[src/rtl/matricula_pkg.sv]
// Shared constants, state type and slot-mask helper for the matricula entry block.
package matricula_pkg;

  localparam int N_DIGITS = 6;
  localparam int DIGIT_W  = 4;
  localparam int MAT_W    = N_DIGITS * DIGIT_W;
  localparam int CNT_W    = 3;

  // Largest decimal digit code; anything above is hex-only.
  localparam logic [DIGIT_W-1:0] DIGIT_MAX_DEC = 4'd9;

  // Digit count at which the word is complete.
  localparam logic [CNT_W-1:0] CNT_FULL = 3'(N_DIGITS);

  typedef enum logic {
    ENTRY = 1'b0,
    DONE  = 1'b1
  } state_t;

  // Expand a one-hot slot enable into a nibble mask; slot 0 is the top nibble.
  function automatic logic [MAT_W-1:0] slot_mask(input logic [N_DIGITS-1:0] en);
    logic [MAT_W-1:0] m;
    m = '0;
    for (int k = 0; k < N_DIGITS; k++) begin
      m[MAT_W-1-k*DIGIT_W -: DIGIT_W] = {DIGIT_W{en[k]}};
    end
    return m;
  endfunction

endpackage

[src/rtl/matricula_slot_dec.sv]
// Slot index -> one-hot write enable. Indices >= N_DIGITS give no enable,
// which keeps a full word and an underflowed index from touching any slot.
module matricula_slot_dec
  import matricula_pkg::*;
(
  input  logic [CNT_W-1:0]    i_idx,
  output logic [N_DIGITS-1:0] o_slot_en
);

  genvar gi;
  generate
    for (gi = 0; gi < N_DIGITS; gi++) begin : g_slot
      assign o_slot_en[gi] = (i_idx == CNT_W'(gi));
    end
  endgenerate

endmodule

[src/rtl/matricula_entry.sv]
// Sequential six-digit matricula collector with delete, clear and a
// valid/ready hand-off of the completed word.
module matricula_entry
  import matricula_pkg::*;
#(
  parameter bit HEX_OK = 1'b0
) (
  input  logic               clk,
  input  logic               rst_n,
  input  logic               digit_valid,
  input  logic [DIGIT_W-1:0] digit,
  input  logic               del,
  input  logic               clr,
  output logic [MAT_W-1:0]   matricula,
  output logic [CNT_W-1:0]   count,
  output logic               mat_valid,
  input  logic               mat_ready,
  output logic               err
);

  state_t              r_state, w_state_next;
  logic [CNT_W-1:0]    r_count, w_count_next;
  logic [MAT_W-1:0]    r_mat, w_mat_next;
  logic                r_mat_valid;
  logic                r_err, w_err_next;

  logic [CNT_W-1:0]    w_dec_idx;
  logic [N_DIGITS-1:0] w_slot_en;
  logic [MAT_W-1:0]    w_slot_mask;
  logic [MAT_W-1:0]    w_digit_rep;
  logic                w_digit_ok;

  // Delete targets the last filled slot, a new digit the first empty one;
  // del outranks digit_valid so one decoder serves both.
  assign w_dec_idx   = del ? (r_count - 3'd1) : r_count;
  assign w_slot_mask = slot_mask(w_slot_en);
  assign w_digit_rep = {N_DIGITS{digit}};
  assign w_digit_ok  = HEX_OK || (digit <= DIGIT_MAX_DEC);

  matricula_slot_dec u_slot_dec (
    .i_idx     (w_dec_idx),
    .o_slot_en (w_slot_en)
  );

  // State, counter, word and flag registers.
  always_ff @(posedge clk or negedge rst_n) begin
    if (!rst_n) begin
      r_state     <= ENTRY;
      r_count     <= '0;
      r_mat       <= '0;
      r_mat_valid <= 1'b0;
      r_err       <= 1'b0;
    end else begin
      r_state     <= w_state_next;
      r_count     <= w_count_next;
      r_mat       <= w_mat_next;
      r_mat_valid <= (w_state_next == DONE);
      r_err       <= w_err_next;
    end
  end

  // Next-state: clr > del > (handshake | digit); only the winner acts.
  always_comb begin
    w_state_next = r_state;
    w_count_next = r_count;
    w_mat_next   = r_mat;
    w_err_next   = 1'b0;
    if (clr) begin
      w_state_next = ENTRY;
      w_count_next = '0;
      w_mat_next   = '0;
    end else if (del) begin
      if (r_count == '0) begin
        w_err_next = 1'b1;
      end else begin
        w_mat_next   = r_mat & ~w_slot_mask;
        w_count_next = r_count - 3'd1;
        w_state_next = ENTRY;
      end
    end else if (r_state == DONE) begin
      if (mat_ready) begin
        w_state_next = ENTRY;
        w_count_next = '0;
        w_mat_next   = '0;
      end
      // A digit has no slot in a full word, even in the transfer cycle.
      if (digit_valid) begin
        w_err_next = 1'b1;
      end
    end else if (digit_valid) begin
      if (!w_digit_ok) begin
        w_err_next = 1'b1;
      end else begin
        w_mat_next   = (r_mat & ~w_slot_mask) | (w_digit_rep & w_slot_mask);
        w_count_next = r_count + 3'd1;
        if (r_count == CNT_FULL - 3'd1) begin
          w_state_next = DONE;
        end
      end
    end
  end

  // Outputs come straight from registers.
  always_comb begin
    matricula = r_mat;
    count     = r_count;
    mat_valid = r_mat_valid;
    err       = r_err;
  end

endmodule

[config.mk]
export PLATFORM = sky130hd
export DESIGN_NAME = matricula_entry
export DESIGN_NICKNAME = d
export VERILOG_FILES = /design/src/rtl/matricula_pkg.sv /design/src/rtl/matricula_slot_dec.sv /design/src/rtl/matricula_entry.sv
export SDC_FILE = /design/constraint.sdc
export NUM_CORES = 1
export LEC_CHECK = 0
export ABC_AREA = 1
export CAP_MARGIN = 20
export CELL_PAD_IN_SITES_DETAIL_PLACEMENT = 0
export CELL_PAD_IN_SITES_GLOBAL_PLACEMENT = 1
export CORE_MARGIN = 5
export CORE_UTILIZATION = 33
export DETAILED_ROUTE_END_ITERATION = 10
export PLACE_DENSITY_LB_ADDON = 0.25
export SYNTH_ARGS = -nofsm -noshare
export SYNTH_HDL_FRONTEND = slang
export SYNTH_HIERARCHICAL = 1
export SYNTH_SLANG_ARGS = --single-unit
[constraint.sdc]
create_clock -name clk -period 1.7 [get_ports clk]
set_input_delay 0.255 -clock clk [delete_from_list [all_inputs] [get_ports clk]]
set_output_delay 0.255 -clock clk [all_outputs]
set_load 0.01 [all_outputs]
==> metrics.txt <==
R2R Path End=matricula[8]$_DFFE_PN0P_; Final Slew Violations=0; Reg area=728 um2; met1 wire length=2.72 mm; top flip-flop cell by instance count after synthesis=sky130_fd_sc_hd__dfrtp_1; sequential power share=27.6%; Post-synth EDFFs=0; Power Density=1040 mW/mm2; sequential area share after synthesis=33.8%; TritonCTS clock tree=yes; switching power summed over all nets=1260 uW; fillcell total=646; met2 wire length=2.97 mm; length in cells of the worst reg-to-reg path=14; area of the multi-input gates=0.00144 mm2; clock tree skew after final layout=0.00369 ns; Detailed Route Iter0 Violations=65; clk_lat worst skew=0.29 ns; slew at the pin closest to its max-slew limit=0.397 ns; Die H=90.7 um; Syn Inst Count=334; number of nets in the synthesized netlist=348; number of H-tree levels=2; maximum count of clock buffers along a single path=2; total met3 wirelength after detailed routing=226 um; overall power after layout=3310 uW; CP Max Fanout=5; wire length of the first global-routing pass=10.5 mm; combined area of all synthesized cells=0.00215 mm2; FP Rows=29; Avg Cell Area, Syn=6.43 um2; final hold violations=0; Setup Crit Path Kind=flip-flop to flip-flop; part of the total power dissipated in the clock network=23.3%; switch share=38.0%; total number of clock tree sinks=29; critical path launch point type=flip-flop; total negative slack=-1.52 ns; slack of the worst reg-to-reg path=-0.09 ns; I/O Buffers=38; smallest setup slack after layout=-0.0889 ns; Die X-Extent=90.7 um; vias in the first global route=2218; outcome=finished, violations left; async set or reset register ratio after synthesis=100%; synthesis-to-finish area growth=47.4%; register clock-pin slew on the reported worst setup and hold paths=0.07 ns; static power due to leakage=0.00155 uW; total iterations of the first detailed-routing run=4; mean number of vias per cell=4.68; unrepaired setup endpoints after global routing=yes; number of top-level pins=39; detail-routed net length per standard cell=12.5 um; layout cells sized above 1=32.2%; Placeable Area=0.00635 mm2; arrival time reported for the critical path endpoint=1.97 ns; total clock buffers created by CTS=5; worst min-delay path category=input pin to asynchronous set/reset pin; Maximum Capacitance Violations=0; flops & latches, synth=29; worst max-slew margin expressed relative to the limit=73.5%; Comb power frac=49.1%; overall routing resource usage=15.5%; DPL Wire Length=4.14 mm; routability-driven placement congestion ratio=0.762; YS warnings=6; number of remaining DRC errors=0; Critical R2R Launch=count[0]$_DFFE_PN0P_; hold-fix buffers at CTS=0; largest net degree at the start of global routing=30; ANT cells=0; Initial Util=33.8%; kind of end point of the critical path=flip-flop; top layer in use=met4; Peak Freq=0.559 GHz; overall die area=0.00822 mm2; post-route fraction of the period consumed by the critical path=105%; number of setup violations in the final report=25; Detailed Route WL=5.98 mm; number of vias in the routed layout=2238; number of antenna violations at the first check in global routing=0; Peak VDD IR=738 uV; buffer cell driving the clock tree root=sky130_fd_sc_hd__clkbuf_8; Post-layout nets=414; count of antenna-violating nets left after detailed routing=0; Internal=2050 uW; number of different library cells in the post-synthesis netlist=25; required time of the critical path=1.88 ns; failing checks=setup timing; sum of overflow across all layers after global routing=0; setup slack after placement=-0.505 ns; Final Critical Period=1.79 ns
-- cells in the mapped netlist (all sizes together) (2+ instances only) --
| cell | n | share of area (%) |
|---|---|---|
| o21a | 2 | 0.70 |
| dfrtp | 29 | 34 |
| ha | 4 | 2.3 |
| buf | 11 | 4.1 |
| nor2 | 13 | 3.1 |
| o21ai | 28 | 10 |
| nand2 | 191 | 34 |
| inv | 18 | 3.1 |
| clkbuf | 4 | 0.70 |
| nand3 | 27 | 6.3 |
| clkinv | 2 | 0.35 |
-- worst max-delay path by stage --
stage | startpoint | end | slack [ns] | depth (start not counted)
2_1_floorplan | count[0]$_DFFE_PN0P_ | matricula[0]$_DFFE_PN0P_ | -0.09 | 14
3_3_place_gp | del | matricula[6]$_DFFE_PN0P_ | -0.47 | 12
3_5_place_dp | del | matricula[5]$_DFFE_PN0P_ | -0.51 | 12
4_1_cts | count[0]$_DFFE_PN0P_ | matricula[8]$_DFFE_PN0P_ | -0.09 | 13
5_1_grt | count[1]$_DFFE_PN0P_ | matricula[21]$_DFFE_PN0P_ | -0.27 | 14
6_report | count[0]$_DFFE_PN0P_ | matricula[8]$_DFFE_PN0P_ | -0.09 | 14
-- power groups by stage --
stage / Combinational, uW / Clock, uW / Sequential, uW
floorplan: 828 / 0 / 957
global placement: 1410 / 0 / 906
detailed placement: 1420 / 0 / 904
CTS: 1600 / 784 / 909
global route: 1800 / 810 / 934
finish: 1620 / 771 / 914
-- flip-flops by register name, summed over array words and instances (netlist names) --
name and count:
mat_valid 1, matricula 24, count 3, err 1
-- area by class of cell --
type,count,area share [%]
multi-input cells,270,45.5
clock buffers,7,2.73
repair buffers,74,21.9
inverters,20,2.84
flip-flops and latches,29,23.0
well taps,77,3.04
clock inverters,1,0.948
-- layout by cell type (no fill, tap or decap), drive strengths merged --
master / count
clkdlybuf4s50: 37
nor2: 13
ha: 4
buf: 36
dlygate4sd2: 1
bufinv: 1
clkbuf: 7
inv: 18
o21a: 2
nand2: 191
a31o: 1
a21oi: 1
o22ai: 1
or2: 1
dfrtp: 29
nand3: 27
clkinv: 2
o21ai: 28
xor2: 1
-- worst max-delay path, cell delays in order, from the launching register on --
cell and delay [ns]:
sky130_fd_sc_hd__dfrtp_2 0.42, sky130_fd_sc_hd__inv_4 0.09, sky130_fd_sc_hd__ha_4 0.20, sky130_fd_sc_hd__nand2_2 0.06, sky130_fd_sc_hd__o21a_1 0.17, sky130_fd_sc_hd__buf_6 0.11, sky130_fd_sc_hd__nand2_4 0.05, sky130_fd_sc_hd__nor2_4 0.13
sky130_fd_sc_hd__inv_2 0.09, sky130_fd_sc_hd__nand2_2 0.07, sky130_fd_sc_hd__nand2_1 0.05, sky130_fd_sc_hd__nand2_1 0.05, sky130_fd_sc_hd__nand2_1 0.06, sky130_fd_sc_hd__nand3_2 0.07, sky130_fd_sc_hd__o21ai_2 0.06
-- cells by family after synthesis --
group                    after synthesis  share of synthesized area [%]
XOR/XNOR                               1                          0.408
buffers and inverters                 35                           8.33
AND/OR/NAND/NOR                      232                           43.5
flip-flops                            29                           33.8
AO/OA/AOI/OAI                         33                           11.6
adder cells (fa/ha/maj)                4                           2.33
-- layer usage --
| metal | GRT usage, % | up-vias |
|---|---|---|
| li1 | - | 1180 |
| met1 | 19.1 | 1017 |
| met2 | 27.2 | 35 |
| met3 | 3.00 | 6 |
| met4 | 4.47 | 0 |
| met5 | 0 | - |
-- per-stage QoR --
step           area, um2  hold slack, ns  instances  utilization (%)
3_5_place_dp        2850           0.501        462             44.9
3_3_place_gp        2850           0.498        462             44.9
4_1_cts             3130           0.379        478             49.3
5_1_grt             3170           0.413        478             49.9
6_report            3170           0.365        478             49.9
2_1_floorplan       2230         -0.0406        334                -
-- what timing repair did --
action	CTS	global route
resized for setup	34	12
buffers inserted	8	0
setup endpoints to repair	25	26
pin swaps	8	6
Power figures use the tool's default switching activity.
